## src/rtl/lut_arbiter.sv

```systemverilog
// Two-voice round-robin arbiter in front of a shared single-port LUT.
// Combinational grant, fixed two-cycle read latency, no back-pressure.
module lut_arbiter #(
    parameter int AW = 12,
    parameter int DW = 12
) (
    input  logic          clk,
    input  logic          rst_n,
    input  logic          req0,
    input  logic [AW-1:0] addr0,
    input  logic          req1,
    input  logic [AW-1:0] addr1,
    output logic          gnt0,
    output logic          gnt1,
    output logic          lut_en,
    output logic [AW-1:0] lut_addr,
    input  logic [DW-1:0] lut_data,
    output logic [DW-1:0] rd_data,
    output logic          rd_valid,
    output logic          rd_id
);

    logic       last_id;
    logic       s1_id;
    logic [2:1] vld_pipe;

    // On a tie the voice that did not win last time gets the LUT.
    always_comb begin
        gnt0 = 1'b0;
        gnt1 = 1'b0;
        if (rst_n) begin
            if (req0 && req1) begin
                gnt0 = last_id;
                gnt1 = ~last_id;
            end else begin
                gnt0 = req0;
                gnt1 = req1;
            end
        end
    end

    assign lut_en   = gnt0 | gnt1;
    assign lut_addr = gnt1 ? addr1 : addr0;
    assign rd_valid = vld_pipe[2];

    always_ff @(posedge clk) begin
        if (!rst_n) begin
            last_id  <= 1'b1;
            vld_pipe <= '0;
            s1_id    <= 1'b0;
            rd_data  <= '0;
            rd_id    <= 1'b0;
        end else begin
            if (lut_en)
                last_id <= gnt1;
            vld_pipe <= {vld_pipe[1], lut_en};
            s1_id    <= gnt1;
            // Result registers only move on a completed read, so they hold otherwise.
            if (vld_pipe[1]) begin
                rd_data <= lut_data;
                rd_id   <= s1_id;
            end
        end
    end

endmodule

```

## config.mk

```make
export PLATFORM = sky130hd
export DESIGN_NAME = lut_arbiter
export DESIGN_NICKNAME = d
export VERILOG_FILES = /design/src/rtl/lut_arbiter.sv
export SDC_FILE = /design/constraint.sdc
export NUM_CORES = 1
export LEC_CHECK = 0
export CAP_MARGIN = 20
export CELL_PAD_IN_SITES_DETAIL_PLACEMENT = 0
export CELL_PAD_IN_SITES_GLOBAL_PLACEMENT = 1
export CORE_MARGIN = 2
export CORE_UTILIZATION = 24
export CTS_CLUSTER_DIAMETER = 150
export DETAILED_ROUTE_END_ITERATION = 6
export HOLD_SLACK_MARGIN = 0.02
export PLACE_DENSITY_LB_ADDON = 0.1
export SLEW_MARGIN = 0
export SYNTH_ARGS = -nofsm -noshare
export SYNTH_HDL_FRONTEND = slang
export SYNTH_SLANG_ARGS = --single-unit
```

## constraint.sdc

```tcl
create_clock -name clk -period 2.7 [get_ports clk]
set_input_delay 0.81 -clock clk [delete_from_list [all_inputs] [get_ports clk]]
set_output_delay 0.81 -clock clk [all_outputs]
set_load 0.05 [all_outputs]
```

# Word-level counts from Yosys, hierarchy flattened
# Index checks and enable logic that the tools add are counted.
# totals
register_bits	17
word_cells	13
# op_classes
mux	5
n_bitwise	2
reduce_logical	1
# ops
operator	count
12-bit two-way mux	1
1-bit two-way mux	4
1-bit logical AND	1
1-bit NOT	1
1-bit OR	1

# Longest topological paths before layout
# depth
depth_word	4
mapped_depth	5
ltp_nobuf	3

# Worst setup path after synthesis
# Ideal clock, no wire load.
# synth_timing
kind	input to output
startpoint	input rst_n
endpoint	output gnt0
t_arrival_ns	2.074
required_time_ns	1.890
setup_slack_ns	-0.184
stages	4
cell_sequence	clkbuf_1 > clkbuf_1 > nand2_1 > a21oi_1
# synth_between
elab_chain_cells	1
# synth_rtl
element	line_no	text
start: declaration	8	input logic rst_n,
1-bit two-way mux	31	if (rst_n) begin
end: declaration	13	output logic gnt0,
# Every way passes these cells.

# Worst setup path after layout
# layout_timing
startpoint	input rst_n
endpoint	output lut_addr[3]
# layout_between
elab_chain_cells	2
# layout_rtl
element	line_no	text
1-bit two-way mux	31	
12-bit two-way mux	43	assign lut_addr = gnt1 ? addr1 : addr0;
end: declaration	16	output logic [AW-1:0] lut_addr,
# Every way passes these cells.

==> results.ini <==
[status]
status = finished, final reports clean

[synth]
synth_area_leaders = dfxtp_1 (41%), mux2_4 (16%), mux2i_1 (16%)
seq_area_frac_synth_pct = 40.7
avgSynthCellArea_um2 = 11.6
yosysTopAreaCell = dfxtp_1
synth_nets = 112
postSynthCellCount = 72
synth_seq_cells = 17
yosysWarnings = 0
yosys.cell_types.count = 18
syn_area_um2 = 837
yosysTopAreaCellShare_pct = 40.7

[setup_path]
endpoint_kind = output port
worstPathArrival_ns = 1.85
worstPathRequired_ns = 1.89
cp_slowest_cell = mux2_4
rr_startpoint = vld_pipe[1]
critPathLaunchType = input port
r2r_cells = 2
crit_fanout = 7
max_stage_delay_ns = 0.32
r2r_end = rd_data[8]
rrSetupSlack_ns = 1.43
timing.critical_path.cells = dlygate4sd2_1 -> and3_4 -> mux2_4 -> buf_8
critPathKind = input port to output port

[sta]
maxSlewHeadroom_pct = 48.9
holdWs_ns = 0.501
fmax_mhz = 377
finClkSkew_ns = 0.00691
finalSetupViolCount = 0
finalCritPeriodShare_pct = 98.4
drv_slew = 0
rsz0062_at_grt = false
period_needed_ns = 2.66
hold_violations = 0
worstMarginPinSlew_ns = 0.766

[cts]
clock-sinks = 17
cts_setup_buffers = 0
ctsHtreeMaxLevel = 1
numCtsBuffers = 3
cts_root_buf = clkbuf_4
clock_latency_ns = 0.29
path_clk_slew_ns = 0.10
cts_tree = done
cts_buffer_depth = 2
ctsHoldBuffers = 0

[die]
die_y_um = 63.1
die-width_um = 63.1
die_area_um2 = 3980
core_um2 = 3340
start_util_pct = 25.1
io_pins = 69
fp-row-count = 21

[pwr]
powerDensity_nw_per_um2 = 428
finalPower_w = 0.000704
max-vdd-ir-drop_uv = 321
leakage_nw = 0.690

[cells_and_area]
nets = 185
regArea_um2 = 340
area_delta_synth_final_pct = 96.6
diodes = 0
drive_gt1_share_pct = 29.2
multiInputGateArea_um2 = 470
nFillCells = 344

[global_routing]
antenna_found_initial = 0
grt_util_all_layers_pct = 11.9
grt_pass1_wl_um = 3760
overflow = 0
grt_pass1_vias = 792
grt_max_degree = 20

[place]
dp_hpwl_um = 1800
routabilityCongestion = 0.550
port_buffers = 68

[worst_hold_path]
hold_path_class = register to register
holdPathStages = 2
min_from = s1_id
min_delay_worst_endpoint = rd_id

[flow_run]
maxCapViolations = 0

[drt]
ant_nets = 0
dr_total_vias = 761
totalWireLength_um = 2310
first_pass_iters = 2
drc_errors = 0
wl_per_cell_um = 12.2
viasPerCell = 4.01
dr.first_iter.drc_count = 7

-- cells in the mapped netlist --
cell      number
dfxtp_1       17
mux2i_1       13
nor2b_1       13
mux2_4         9
mux2_2         3
buf_2          2
clkbuf_1       2
nand2_1        2
o21a_1         2
a21oi_1        1
and2_1         1
and3_2         1
and3_4         1
buf_12         1
buf_6          1
inv_1          1
nand2_2        1
o21ai_0        1
-- worst max-delay path by stage --
stage | slack, ns | start | to
4_1_cts | 0.02 | req1 | lut_addr[2]
3_3_place_gp | -0.31 | req0 | lut_addr[0]
6_report | 0.04 | rst_n | lut_addr[3]
3_5_place_dp | -0.34 | req0 | lut_addr[11]
2_1_floorplan | 0.11 | rst_n | gnt0
5_1_grt | 0.008 | rst_n | lut_addr[3]
-- flip-flops by register name, indices dropped and copies added, names as in the netlist --
name / flops
rd_data: 12
vld_pipe: 2
last_id: 1
rd_id: 1
s1_id: 1
-- cell type report --
cell class / instances / area share [%]
timing repair buffer: 73 / 45.3
multi-input combinational: 49 / 28.6
sequential: 17 / 20.7
tap: 46 / 3.50
clock buffer: 3 / 1.37
clock inverter: 1 / 0.304
inverter: 1 / 0.228
-- metal layers --
| layer | part of all wire, % | track usage (%) | vias up |
|---|---|---|---|
| li1 | - | - | 390 |
| met1 | 39 | 14.1 | 344 |
| met2 | 54 | 20.6 | 27 |
| met3 | 7.2 | 5.00 | 0 |
| met4 | 0 | 1.67 | 0 |
| met5 | 0 | 0 | - |
-- cell families after synthesis --
| group | synth area share (%) |
|---|---|
| multiplexers | 35.7 |
| AND/OR/NAND/NOR | 14.4 |
| flip-flops | 40.7 |
| buffers and inverters | 6.28 |
| AO/OA/AOI/OAI | 2.99 |
-- where the power goes --
| group | internal, W | total (W) | switching, W |
|---|---|---|---|
| combinational | 0.000147 | 0.000294 | 0.000147 |
| sequential | 0.000265 | 0.000278 | 0.0000124 |
| clock | 0.0000550 | 0.000132 | 0.0000771 |
| total | 0.000467 | 0.000704 | 0.000237 |
-- worst max-delay path, delay by kind of cell --
family | cells | cell delay, ns
muxes | 1 | 0.32
and+or+nand+nor | 1 | 0.30
buffers and inverters | 2 | 0.41
-- cell usage in the layout (no fill, tap or decap), types with 2 or more instances in the layout --
master           count
buf_12               3
buf_8                2
dfxtp_1             17
nor2b_1             13
clkbuf_4             3
mux2i_1             13
mux2_4              12
clkdlybuf4s50_1     50
and3_4               2
buf_4               10
buf_6                5
nand2_1              2
o21a_1               2
-- metrics by stage --
step / cell area (µm²) / TNS, ns / util (%) / std cells / setup slack, ns
floorplan: 841 / 0 / - / 72 / 0.109
global placement: 1570 / -3.46 / 47.0 / 185 / -0.311
detailed placement: 1570 / -3.76 / 47.0 / 185 / -0.338
CTS: 1650 / 0 / 49.3 / 190 / 0.0209
global route: 1650 / 0 / 49.3 / 190 / 0.00834
finish: 1650 / 0 / 49.3 / 190 / 0.0440
-- what timing repair did --
| action | in CTS | in global routing |
|---|---|---|
| resized for setup | 16 | 3 |
| pin swaps | 2 | 1 |
| cloned | 1 | 0 |
| setup endpoints to repair | 14 | 7 |
No activity file was read; power rests on OpenSTA's default activity.
